--- config.mk ---
export PLATFORM = sky130hd
export DESIGN_NAME = reg_scoreboard
export DESIGN_NICKNAME = d
export VERILOG_FILES = /design/src/rtl/reg_scoreboard.sv
export SDC_FILE = /design/constraint.sdc
export NUM_CORES = 1
export LEC_CHECK = 0
export ABC_AREA = 0
export BUFFER_PORTS_ARGS = -buffer_cell sky130_fd_sc_hd__buf_4
export CAP_MARGIN = 20
export CORE_AREA = 2 2 113 126
export CTS_CLUSTER_SIZE = 14
export DETAILED_ROUTE_END_ITERATION = 12
export DIE_AREA = 0 0 115 128
export HOLD_SLACK_MARGIN = 0.15
export PLACE_DENSITY = 0.66
export RECOVER_POWER = 25
export SLEW_MARGIN = 30
export SYNTH_ARGS = -nofsm -noshare
export SYNTH_HDL_FRONTEND = slang
export SYNTH_SLANG_ARGS = --single-unit
--- constraint.sdc ---
create_clock -name clk -period 4.85 [get_ports clk]
set_clock_uncertainty 0.2 [all_clocks]
set_input_delay 0.2425 -clock clk [delete_from_list [all_inputs] [get_ports clk]]
set_output_delay 0.2425 -clock clk [all_outputs]
set_load 0.02 [all_outputs]
--- src/rtl/reg_scoreboard.sv ---
// Dual-issue register scoreboard: per-register busy tracking, RAW/WAW issue gating
// with same-cycle writeback bypass, and a saturating hazard-stall counter.
module reg_scoreboard #(
    parameter int unsigned NREG  = 32,
    parameter int unsigned AW    = 5,
    parameter int unsigned CNT_W = 32
) (
    input  logic               clk,
    input  logic               rst,
    input  logic [1:0]         id_valid,
    input  logic [3:0]         id_src_ena,
    input  logic [4*AW-1:0]    id_src,
    input  logic [1:0]         id_dst_ena,
    input  logic [2*AW-1:0]    id_dst,
    input  logic               back_stall,
    input  logic               flush,
    input  logic [1:0]         wb_ena,
    input  logic [2*AW-1:0]    wb_addr,
    output logic [1:0]         issue_ok,
    output logic [NREG-1:0]    busy_vec,
    output logic [CNT_W-1:0]   stall_cycles
);

    logic [NREG-1:0]  busy_q, busy_d;
    logic [CNT_W-1:0] stall_q, stall_d;
    logic [NREG-1:0]  wb_clr;
    logic [NREG-1:0]  eff;
    logic [NREG-1:0]  set_v;
    logic [1:0]       slot_haz;
    logic             pair_haz;
    logic [1:0]       issue_c;
    logic             stall_inc;

    function automatic logic reg_haz(logic ena, logic [AW-1:0] a, logic [NREG-1:0] e);
        return ena && (a != '0) && e[a];
    endfunction

    // Hazard detection, issue decision and next-state computation
    always_comb begin
        wb_clr    = '0;
        set_v     = '0;
        slot_haz  = '0;
        pair_haz  = 1'b0;
        issue_c   = '0;
        stall_inc = 1'b0;
        busy_d    = busy_q;
        stall_d   = stall_q;

        for (int unsigned r = 1; r < NREG; r++) begin
            for (int unsigned k = 0; k < 2; k++) begin
                if (wb_ena[k] && (wb_addr[k*AW +: AW] == AW'(r))) wb_clr[r] = 1'b1;
            end
        end
        eff = busy_q & ~wb_clr;

        for (int unsigned i = 0; i < 2; i++) begin
            for (int unsigned j = 0; j < 2; j++) begin
                if (reg_haz(id_src_ena[i*2+j], id_src[(i*2+j)*AW +: AW], eff)) slot_haz[i] = 1'b1;
            end
            if (reg_haz(id_dst_ena[i], id_dst[i*AW +: AW], eff)) slot_haz[i] = 1'b1;
        end

        // Slot 1 must not read or overwrite what the older slot 0 produces
        if (id_dst_ena[0] && (id_dst[AW-1:0] != '0)) begin
            for (int unsigned j = 0; j < 2; j++) begin
                if (id_src_ena[2+j] && (id_src[(2+j)*AW +: AW] == id_dst[AW-1:0])) pair_haz = 1'b1;
            end
            if (id_dst_ena[1] && (id_dst[2*AW-1:AW] == id_dst[AW-1:0])) pair_haz = 1'b1;
        end

        issue_c[0] = id_valid[0] & ~back_stall & ~flush & ~rst & ~slot_haz[0];
        issue_c[1] = issue_c[0] & id_valid[1] & ~slot_haz[1] & ~pair_haz;

        for (int unsigned i = 0; i < 2; i++) begin
            if (issue_c[i] && id_dst_ena[i] && (id_dst[i*AW +: AW] != '0)) set_v[id_dst[i*AW +: AW]] = 1'b1;
        end

        if (flush) busy_d = '0;
        else       busy_d = (busy_q & ~wb_clr) | set_v;
        busy_d[0] = 1'b0;

        stall_inc = id_valid[0] & ~back_stall & ~flush & ~issue_c[0];
        if (stall_inc && (stall_q != '1)) stall_d = stall_q + CNT_W'(1);
    end

    always_ff @(posedge clk) begin
        if (rst) begin
            busy_q  <= '0;
            stall_q <= '0;
        end else begin
            busy_q  <= busy_d;
            stall_q <= stall_d;
        end
    end

    assign issue_ok     = issue_c;
    assign busy_vec     = busy_q;
    assign stall_cycles = stall_q;

endmodule

Yosys cells after proc, flatten, opt, wreduce, memory -nomap -nowiden:

Index checks and enable logic that the tools add are counted.

* bits in registers: 64
* bits of input ports: 54
* word-level logic and storage cells: 278
* output and inout bits: 66

* bitwise logic cells: 19
* add/sub/neg operators: 1
* reductions and logical operators: 91
* multiplexer cells: 90
* eq/ne operators: 66
* order comparisons: 8

Operators by type and width (number)
* equality test 5 bit, second input constant: 32
* logical AND 1 bit: 84
* equality test 5 x 4 -> 1 bit, second input constant: 16
* 2-to-1 mux 1 bit: 80
* 2-to-1 mux 32 bit: 2
* bitwise OR 32 bit: 2
* equality test 5 x 3 -> 1 bit, second input constant: 8
* less-than comparator 5 x 6 -> 1 bit, second input constant: 6
* adder 32 x 1 -> 32 bit, second input constant: 1
* bitwise AND 32 bit: 1
* != test 32 bit, second input constant: 1
* inverter 32 bit: 1
* binary-select mux 1 bit (select 5 bit): 6
* nonzero test 5 bit: 6
* equality test 5 x 2 -> 1 bit, second input constant: 4
* equality test 5 bit: 3
* demux 1 bit (select 5 bit): 2
* equality test 5 x 1 -> 1 bit, second input constant: 2
* greater-or-equal comparator 5 x 1 -> 1 bit, second input constant: 2
* bitwise AND 1 bit: 8
* inverter 1 bit: 7
* OR reduction 2 bit: 1

Longest topological paths before layout:

Gate-level depths: netlist of the first run.

* word-level depth: 21
* depth in mapped cells: 14
* gate-level depth less buffers: 10

Worst setup path after synthesis of the first run:

No wires, ideal clock.

* kind: input -> output
* start: in wb_addr[6]
* end: out issue_ok[1]
* buffers on the path: 4
* path slack: 1365 ps
* required time: 4408 ps
* data arrival time: 3042 ps
* cell stages on the path: 12
* cell sequence: buf_2 > or4b_4 > o221ai_4 > mux2_1 > a211oi_1 > o2111a_1 > a2111oi_2 > o311a_1 > buf_4 > buf_4 > buf_2 > and2_1

* cells in the longest elaborated chain, start to end: 16
* elaborated cells between the ends (all ways): 125
* those cells by class: 31 x eq/ne; 49 x mux; 8 x bitwise; 37 x reduce/logical

Ends and longest elaborated chain
* start, declared: line 18 `input logic [2*AW-1:0] wb_addr,`
* equality test 5 x 1 -> 1 bit (tied with other cells): line 51 `if (wb_ena[k] && (wb_addr[k*AW +: AW] == AW'(r))) wb_clr[r] = 1'b1;`
* logical AND 1 bit: line 51
* 2-to-1 mux 1 bit: line 51
* inverter 32 bit (*): line 54 `eff = busy_q & ~wb_clr;`
* bitwise AND 32 bit (*): line 54
* binary-select mux 1 bit (select 5 bit): line 35 `return ena && (a != '0) && e[a];`
* 2-to-1 mux 1 bit (not written as such): line 35
* logical AND 1 bit: line 35
* 2-to-1 mux 1 bit (2 in a row): line 58 `if (reg_haz(id_src_ena[i*2+j], id_src[(i*2+j)*AW +: AW], eff)) slot_haz[i] = 1'b1;`
* 2-to-1 mux 1 bit (*): line 60 `if (reg_haz(id_dst_ena[i], id_dst[i*AW +: AW], eff)) slot_haz[i] = 1'b1;`
* inverter 1 bit (*): line 71 `issue_c[0] = id_valid[0] & ~back_stall & ~flush & ~rst & ~slot_haz[0];`
* bitwise AND 1 bit (*): line 71
* net issue_ok[0]: line 19 `output logic [1:0] issue_ok,`
* bitwise AND 1 bit (*) (3 in a row): line 72 `issue_c[1] = issue_c[0] & id_valid[1] & ~slot_haz[1] & ~pair_haz;`
* end, declared: line 19

Mark *: on every way through the listed nets, which the timed path passes. The rest lies on a longest branch. The select of a mux whose other input is x is not followed.

Final worst setup path of the first run:

* start: in wb_addr[8]
* end: reg busy_q[2] (netlist: busy_vec[2])

* cells in the longest elaborated chain, start to end: 20
* elaborated cells between the ends (all ways): 133
* those cells by class: 31 x eq/ne; 51 x mux; 10 x bitwise; 41 x reduce/logical

Ends and longest elaborated chain
* equality test 5 x 1 -> 1 bit (tied with other cells): line 51
* logical AND 1 bit: line 51
* 2-to-1 mux 1 bit: line 51
* inverter 32 bit (*): line 54, 79
* bitwise AND 32 bit (*): line 54, 79
* binary-select mux 1 bit (select 5 bit): line 35
* 2-to-1 mux 1 bit (not written as such): line 35
* logical AND 1 bit: line 35
* 2-to-1 mux 1 bit (2 in a row): line 58
* 2-to-1 mux 1 bit: line 60
* inverter 1 bit: line 71
* bitwise AND 1 bit: line 71
* bitwise AND 1 bit (3 in a row): line 72
* logical AND 1 bit (2 in a row): line 75 `if (issue_c[i] && id_dst_ena[i] && (id_dst[i*AW +: AW] != '0)) set_v[id_dst[i*AW +: AW]] = 1'b1;`
* 2-to-1 mux 32 bit: line 75
* bitwise OR 32 bit (*): line 79 `else busy_d = (busy_q & ~wb_clr) | set_v;`
* end signal, assigned: line 91 `busy_q <= busy_d;`
* end, declared: line 24 `logic [NREG-1:0] busy_q, busy_d;`

Every way passes the cells marked *; elsewhere a longest branch is shown, timed or not. The select of a mux whose other input is x is not followed.
A chain may end at the register's enable or synchronous reset.

==> results of run 1 <==
## cell families after synthesis
kind of cell             share of synthesized area [%]
flip-flops                                        21.2
adder cells (fa/ha/maj)                          0.210
AO/OA/AOI/OAI                                     30.8
multiplexers                                      6.06
other                                           0.0631
XOR/XNOR                                          4.57
buffers and inverters                             5.98
AND/OR/NAND/NOR                                   31.1
## metal layers
metal	GRT usage (%)	share of wire, %
met5	0	0
met4	21.4	6.6
met3	5.58	10
met2	56.4	46
met1	44.8	38
## worst max-delay path by stage
stage | from | end | slack, ns | depth (start not counted)
after CTS | wb_addr[5] | busy_vec[2]$_SDFF_PP0_ | 0.86 | 12
after global placement | wb_addr[8] | busy_vec[2]$_SDFF_PP0_ | 0.46 | 12
after detailed placement | wb_addr[0] | busy_vec[2]$_SDFF_PP0_ | 0.52 | 12
final | wb_addr[8] | busy_vec[2]$_SDFF_PP0_ | 0.70 | 12
after global routing | wb_addr[5] | stall_cycles[7]$_SDFFE_PP0P_ | 0.59 | 13
after floorplan | wb_addr[6] | issue_ok[1] | 1.37 | 12
## cells in the mapped netlist (21+ instances only)
master | n | share of area (%)
nand2_1 | 47 | 3.0
clkbuf_1 | 40 | 2.5
dfxtp_1 | 63 | 21
nor3_1 | 27 | 2.3
nand3_1 | 29 | 2.4
a21oi_1 | 23 | 1.9
nor2_1 | 73 | 4.6
and2_1 | 21 | 2.2
o21ai_0 | 32 | 2.7
o221ai_1 | 36 | 5.3
## critical path, stage by stage
cell,delay [ns]
buf_4,0.14
nand4b_1,0.42
o221ai_1,0.92
mux2_2,0.31
a31oi_1,0.11
o2111a_1,0.14
a2111oi_2,0.41
o311a_1,0.29
buf_12,0.20
or3b_1,0.56
o21ai_1,0.23
o2bb2ai_1,0.18
## area by class of cell
type	instances	area, sq um	area share, %
Clock buffer	10	239	3.36
Clock inverter	5	58.8	0.827
Tap cell	164	205	2.88
Inverter	18	67.6	0.950
Sequential cell	63	1260	17.7
Multi-Input combinational cell	615	4330	60.9
Timing Repair Buffer	141	953	13.4
## power by group
group | internal, uW | switching [uW]
Combinational | 94.4 | 170
Sequential | 519 | 1.02
Clock | 408 | 234
## sequential cells by signal, indices dropped and copies added, names as in the netlist
name and count:
stall_cycles 32, busy_vec 31
## metrics by stage
stage	power (uW)	setup slack, ns	std cells
after floorplan	701	1.37	762
after detailed placement	785	0.520	1000
after global routing	1470	0.588	1016
after global placement	785	0.456	1000
after CTS	1430	0.856	1016
final	1430	0.700	1016
==> impl_metrics.csv, run 1 <==
group,metric,value,unit
global_routing,antenna_found_initial,0,
worst_setup_path,rrSetupSlack,0.96,ns
synthesis,synthFlopType,"dfxtp_1",
worst_setup_path,startpoint_type,"primary input",
layout,mostFrequentLayoutCell,"buf_4",
sta,setup_viol,0,
sta,max_slew_margin,33.0,%
worst_setup_path,rr_endpoint,"stall_cycles[6]$_SDFFE_PP0P_",
clocking,cts.hold.buffers_added,1,
die,coreArea,0.0135,sq mm
drt,drt-total-wl,26700,microns
layout,drive_above_1_share,21.2,%
layout,fillers,1313,
clocking,cts_setup_buffers,0,
clocking,clkLatencyLatePin,0.33,ns
clocking,cts_root_buffer,"clkbuf_16",
layout,antenna_cells,0,
worst_setup_path,end_kind,"flip-flop",
sta,min_period_over_period,85.6,%
clocking,cts_buffers,9,
sta,hold_violations,0,
synthesis,synth_edf_count,0,
layout,final_cell_mix,"buf_4, nor2_1, dfxtp_1",
worst_setup_path,r2r_cells,11,
layout,area_growth,19.7,%
global_routing,grt_pass1_wl,39400,microns
layout,finalNetCount,903,
die,die_y,128,microns
synthesis,ys_ff_latch,63,
status,outcome,"complete, no violations",
worst_setup_path,path_class,"in2reg",
worst_hold_path,min-delay-start,"id_dst[8]",
drt,route.vias.total,7149,
clocking,clk_pin_slew,0.06,ns
synthesis,avgSynthCellArea,7.80,sq um
worst_setup_path,crit_required,4.88,ns
sta,period_minus_slack,4.15,ns
synthesis,synth_area,0.00594,sq mm
sta,finalSetupTns,0,ns
worst_hold_path,hp-class,"in2reg",
layout,final_core_util,52.6,%
synthesis,ys_seq_area_share,21.2,%
synthesis,syn-num-nets,817,
sta,timing.fmax,241,MHz
drt,drc,0,
power,ir_drop,230,uV
place,io_buffer_count,118,
clocking,cts_tree,"built",
clocking,cts_sinks,63,
place,hpwl,19800,microns
clocking,cts.path.max_buffers,2,
sta,fin_hold_ws,0.238,ns
synthesis,async_flop_share,0,%
drt,drtPass1Iterations,7,
drt,drt_iter0_drc,1061,
die,rows,45,
synthesis,ys_types,83,
global_routing,grt_overflow_total,0,
drt,ant_nets,0,
die,initial_utilization,44.0,%
die,ios,120,
sta,slew_violations,0,
synthesis,synth_cells,762,
run,drv_cap,0,
sta,worst_slew_pin_slew,1.01,ns
sta,rsz0062_at_grt,"no",
place,dpl_cell_area,0.00693,sq mm
global_routing,grt_pass1_vias,6484,
clocking,post_cts_resized,0,
worst_hold_path,hold_path_depth,3,
layout,stdcell_area,0.00711,sq mm
worst_setup_path,r2r-start,"busy_vec[22]$_SDFF_PP0_",
power,p_leak,0.00245,uW
die,die_x,115,microns
power,power.density,200,mW/mm^2
die,die_area,0.0147,sq mm
worst_setup_path,critPathArrivalTime,4.18,ns
drt,routed_via_density,7.04,
clocking,htree_levels,3,
worst_hold_path,worstHoldEndpoint,"busy_vec[24]$_SDFF_PP0_",
worst_setup_path,crit_path_max_fanout,26,
place,gp_congestion,1.02,
global_routing,grt_max_degree,45,
global_routing,track_usage,35.4,%
synthesis,ys_warn_count,0,
drt,avgRoutedWirePerCell,26.3,microns
No activity file was read; power rests on OpenSTA's default activity.
==> run 2, diff against run 1 <==
ABC_AREA = 1   (was 0)
CORE_AREA = 2 2 119 133   (was 2 2 113 126)
DIE_AREA = 0 0 121 135   (was 0 0 115 128)
==> run 2 against run 1 <==
Net effect: via count rose by 30%; synthesized cell count rose by 62%; sequential power barely moved; register-to-register slack improved by 0.77 ns; hold slack got worse by 0.0028 ns; critical path type is now in2out; critical path depth rose by 1; final cell count rose by 49%; die area rose by 11%; core utilization fell by 0.59 points.
==> impl_metrics.csv, run 2 <==
group,metric,value,unit
status,outcome,"complete, no violations",
clocking,cts.hold.buffers_added,1,
sta,setup_slack,1.12,ns
layout,mostFrequentLayoutCell,"nand2_1",
sta,slew_violations,0,
layout,drive_above_1_share,9.33,%
drt,route.vias.total,9297,
synthesis,async_flop_share,0,%
power,ir_drop,133,uV
power,p_leak,0.00315,uW
drt,drtPass1Iterations,7,
worst_setup_path,r2r-start,"busy_vec[5]$_SDFF_PP0_",
synthesis,synth.top_cells.by_area,"dfxtp_1, nand2_1, nand3_1",
synthesis,syn-num-nets,1290,
die,coreArea,0.0149,sq mm
place,io_buffer_count,118,
drt,avgRoutedWirePerCell,21.8,microns
layout,area_growth,16.4,%
place,gp_congestion,1.02,
worst_hold_path,hp-class,"in2reg",
synthesis,synth_area_leader_cell,"dfxtp_1",
sta,finalSetupTns,0,ns
sta,min_period_over_period,76.8,%
worst_setup_path,end_kind,"primary output",
global_routing,grt_max_degree,35,
worst_setup_path,slowest_stage,"nor2_4",
synthesis,avgSynthCellArea,5.39,sq um
worst_setup_path,crit_family,"simple AND/OR/NAND/NOR gates",
die,die_y,135,microns
sta,setup_viol,0,
layout,antenna_cells,0,
die,die_area,0.0163,sq mm
synthesis,ys_types,33,
power,combPwrFrac,20.1,%
synthesis,synthFlopType,"dfxtp_1",
power,internal_power,1010,uW
worst_setup_path,cpPeakStageDelay,0.56,ns
synthesis,yosysMostFrequentCell,"nand2_1",
power,p_sw,502,uW
power,pwr-share-seq,34.3,%
run,drv_cap,0,
clocking,cts_root_buffer,"clkbuf_16",
global_routing,grt_overflow_total,0,
die,rows,47,
power,power.density,195,mW/mm^2
clocking,htree_levels,3,
worst_hold_path,min-delay-start,"id_dst[0]",
place,dp_worst_setup_slack,1.21,ns
worst_setup_path,crit_required,4.41,ns
synthesis,synth_area,0.00665,sq mm
layout,final_cell_mix,"nand2_1, nand3_1, nor2_1",
clocking,cts_setup_buffers,0,
die,die_x,121,microns
global_routing,antenna_found_initial,0,
clocking,clkLatencyLatePin,0.35,ns
drt,ant_nets,0,
layout,largest_register_ffs,32,
clocking,cts_sinks,63,
power,p_sw_share,33.2,%
global_routing,grt_pass1_vias,8071,
clocking,cts.path.max_buffers,2,
worst_setup_path,crit_chain,"buf_4, nor2_2, nand3_1, nand3_1, o21ai_1, nand2_1, nand2_1, nand3_1, nor2_1, a21oi_2, nand3_2, nor2_4, buf_4",
synthesis,synth_cells,1235,
worst_setup_path,startpoint_type,"primary input",
synthesis,ys_seq_area_share,19.0,%
place,hpwl,25400,microns
global_routing,grt_pass1_wl,48300,microns
power,power_frac_clock,45.6,%
worst_setup_path,path_buf_inv,2,
sta,timing.fmax,268,MHz
sta,rsz0062_at_grt,"no",
worst_setup_path,path_class,"in2out",
sta,worst_slew_pin_slew,0.859,ns
layout,finalNetCount,1369,
drt,routed_via_density,6.14,
clocking,cts_tree,"built",
worst_setup_path,critPathArrivalTime,3.28,ns
synthesis,synth_edf_count,0,
sta,period_minus_slack,3.73,ns
clocking,cts_buffers,9,
clocking,post_cts_resized,0,
sta,hold_violations,0,
sta,max_slew_margin,42.7,%
layout,fillers,1650,
synthesis,synth_top_area_share,19.0,%
die,ios,120,
worst_setup_path,crit_top_cell,"nand3_1",
synthesis,ys_ff_latch,63,
drt,drc,0,
clocking,clk_pin_slew,0.06,ns
die,initial_utilization,44.7,%
worst_setup_path,worstSetupStartpoint,"wb_addr[4]",
synthesis,netlist_top_cells_count,"nand2_1, nand3_1, nor2_1, inv_1, nand4_1",
synthesis,ys_warn_count,0,
global_routing,track_usage,39.2,%
worst_setup_path,crit_path_max_fanout,27,
drt,drt-total-wl,33000,microns
drt,drt_iter0_drc,1372,
## run 2: cell types whose count changed after synthesis, sizes merged, moves of 21 or more
cell / before / now
nand3: 29 / 231
inv: 18 / 108
and2: 21 / 0
a21oi: 23 / 77
nor2: 73 / 181
o21ai: 41 / 16
o221ai: 38 / 0
nand2: 47 / 331
nand4: 23 / 82
## run 2: final timing paths
kind	end	slack (ns)	depth (start not counted)
max	issue_ok[1]	1.12	13
min	busy_vec[24]$_SDFF_PP0_	0.24	6
max reg2reg	busy_vec[2]$_SDFF_PP0_	1.73	14
min reg2reg	stall_cycles[31]$_SDFFE_PP0P_	0.29	2
## run 2: cell type report
cell class	instances	area, sq um	area share (%)
clock buffer	9	225	2.91
clock inverter	7	80.1	1.03
inverter	112	420	5.43
multi-input combinational	1004	4700	60.7
sequential	63	1260	16.3
tap	196	245	3.17
timing repair buffer	124	813	10.5
## run 2: through the flow
stage	hold slack [ns]	total power (uW)	cells	cell area, sq um	util [%]
detailed placement	0.279	820	1498	7550	50.7
CTS	0.214	1510	1515	7870	52.9
finish	0.236	1510	1515	7740	52.1
global placement	0.276	823	1498	7550	50.7
floorplan	0.311	708	1235	6650	-
global route	0.267	1550	1515	7740	52.1
## run 2: power groups by stage
stage / Combinational [uW] / Clock, uW / Sequential [uW]
after floorplan: 178 / 0 / 531
after global placement: 293 / 0 / 530
after detailed placement: 290 / 0 / 530
after CTS: 292 / 695 / 519
after global routing: 321 / 715 / 518
final: 304 / 689 / 519
## run 2: layer usage
layer	global-route usage, %	share of wire, %	vias up
met3	8.23	13	99
li1	-	-	4279
met4	20.7	5.1	0
met5	0	0	-
met2	55.6	41	719
met1	55.1	41	4200
## run 2: kinds of logic after synthesis
family                   synth area share [%]
adder cells (fa/ha/maj)                 0.188
XOR/XNOR                                 4.35
flip-flops                               19.0
AND/OR/NAND/NOR                          57.6
other                                  0.0564
AO/OA/AOI/OAI                            8.45
buffers and inverters                    10.4
## run 2: worst register-to-register path, stage by stage, from the launching register on
cell and delay, ns:
dfxtp_1 0.44, nand3_1 0.35, inv_1 0.27, nand2_1 0.08
nand3_1 0.07, nand2_1 0.05, nand3_1 0.08, nand2_1 0.06
nand2_1 0.05, nand3_1 0.14, nand4_1 0.47, buf_4 0.37
nor2_1 0.07, nor2_1 0.17, a21oi_1 0.09
==> run 3, diff against run 2 <==
ABC_AREA = 0   (was 1)
CORE_AREA = 2 2 113 126   (was 2 2 119 133)
DIE_AREA = 0 0 115 128   (was 0 0 121 135)
clock period = 3.7 ns   (was 4.85 ns; I/O delays follow)
==> run 3 against run 2 <==
Net effect: total power increased by 23%; worst setup slack got worse by 0.99 ns; sequential share of layout area increased by 0.14 points; combinational power increased by 27%; final cell count decreased by 28%; sequential power increased by 31%; cell area decreased by 0.84%; wire length decreased by 17%; clock-buffer cell count increased by 2; first-iteration DRC count decreased by 11%.
==> impl_metrics.csv, run 3 (synthesis gave the netlist of run 1 again) <==
group,metric,value,unit
run,drv_cap,0,
die,rows,45,
layout,antenna_cells,0,
clocking,clkLatencyLatePin,0.34,ns
clocking,cts.path.max_buffers,2,
layout,stdcell_count,1091,
sta,max_slew_margin,49.2,%
drt,routed_via_density,6.89,
layout,fillers,1287,
drt,ant_nets,0,
worst_setup_path,startpoint_type,"primary input",
worst_setup_path,critPathArrivalTime,3.64,ns
layout,mostFrequentLayoutCell,"buf_4",
clocking,cts_sinks,63,
sta,rsz0062_at_grt,"no",
place,dpl_cell_area,0.00750,sq mm
global_routing,track_usage,36.8,%
worst_setup_path,crit_path_max_fanout,9,
die,die_area,0.0147,sq mm
power,p_leak,0.00279,uW
die,initial_utilization,44.0,%
worst_setup_path,path_class,"in2reg",
sta,min_period_over_period,96.4,%
die,ios,120,
die,coreArea,0.0135,sq mm
drt,drtPass1Iterations,6,
clocking,htree_levels,3,
layout,drive_above_1_share,27.5,%
drt,drc,0,
sta,period_minus_slack,3.57,ns
sta,worst_slew_pin_slew,0.743,ns
global_routing,grt_pass1_vias,6788,
worst_setup_path,end_kind,"flip-flop",
clocking,cts_root_buffer,"clkbuf_16",
worst_setup_path,rrSetupSlack,0.28,ns
drt,route.vias.total,7512,
global_routing,grt_pass1_wl,40800,microns
global_routing,grt_max_degree,45,
clocking,cts_tree,"built",
sta,setup_viol,0,
drt,drt-total-wl,27400,microns
layout,finalNetCount,977,
place,io_buffer_count,118,
place,gp_congestion,1.05,
sta,slew_violations,0,
place,hpwl,21100,microns
layout,largest_register_ffs,32,
layout,final_cell_mix,"buf_4, nor2_1, dfxtp_1",
die,die_x,115,microns
drt,drt_iter0_drc,1222,
die,die_y,128,microns
worst_hold_path,hp-class,"in2reg",
power,power.density,242,mW/mm^2
global_routing,grt_overflow_total,0,
power,ir_drop,239,uV
clocking,cts_buffers,9,
layout,area_growth,29.2,%
sta,finalSetupTns,0,ns
place,place_inst,1073,
sta,hold_violations,0,
layout,stdcell_area,0.00768,sq mm
clocking,clk_pin_slew,0.06,ns
status,outcome,"complete, no violations",
global_routing,antenna_found_initial,0,
drt,avgRoutedWirePerCell,25.2,microns
worst_setup_path,crit_required,3.77,ns
sta,timing.fmax,280,MHz
==> run 3: worst max-delay path, stage by stage <==
cell,delay [ns]
buf_4,0.12
or2_1,0.40
o221ai_1,0.69
o32ai_1,0.18
nor3_1,0.19
o21ai_0,0.16
a2111oi_2,0.36
o311a_1,0.22
buf_4,0.16
or3b_1,0.53
o221ai_1,0.27
and2_1,0.17
==> run 3: cell type report <==
cell class / count / area [sq um] / share of cell area [%]
well taps: 164 / 205 / 2.67
multi-input cells: 615 / 4330 / 56.4
inverters: 18 / 67.6 / 0.880
clock inverters: 5 / 33.8 / 0.440
flip-flops and latches: 63 / 1260 / 16.4
clock buffers: 11 / 243 / 3.16
repair buffers: 215 / 1540 / 20.0
==> run 3: through the flow <==
| step | power (uW) | utilization [%] | hold WS [ns] | setup slack, ns |
|---|---|---|---|---|
| 5_1_grt | 1920 | 56.8 | 0.180 | 0.0639 |
| 3_3_place_gp | 1070 | 55.5 | 0.290 | 0.0311 |
| 4_1_cts | 1860 | 57.7 | 0.158 | 0.161 |
| 6_report | 1860 | 56.8 | 0.169 | 0.132 |
| 2_1_floorplan | 919 | - | 0.270 | 0.330 |
| 3_5_place_dp | 1070 | 55.5 | 0.306 | -0.0701 |
==> run 3: where the power goes <==
part,internal [uW],switching (uW),leakage [uW],total (uW)
logic,154,233,0.00216,387
clock network,470,322,0.000132,792
registers,680,1.33,0.000507,681
==> run 3: timing repair <==
action,in CTS,in global routing
hold buffers,2,0
endpoints found under the setup margin,0,8
gates resized for setup,0,1
setup buffers,0,0
endpoints found under the hold margin,24,0
==> run 3: final timing paths <==
check	from	to	depth (start not counted)
hold / removal	id_dst[8]	busy_vec[24]$_SDFF_PP0_	3
setup reg to reg	stall_cycles[4]$_SDFFE_PP0P_	stall_cycles[26]$_SDFFE_PP0P_	11
setup / recovery	wb_addr[4]	busy_vec[17]$_SDFF_PP0_	12
hold reg to reg	stall_cycles[6]$_SDFFE_PP0P_	stall_cycles[6]$_SDFFE_PP0P_	2
==> run 3: per-layer routing <==
layer / global-route usage, % / wire length, microns / vias up
met1: 46.7 / 10000 / 3505
met3: 6.52 / 3220 / 137
met4: 19.8 / 1780 / 0
li1: - / - / 3310
met2: 59.0 / 12400 / 560
met5: 0 / 0 / -
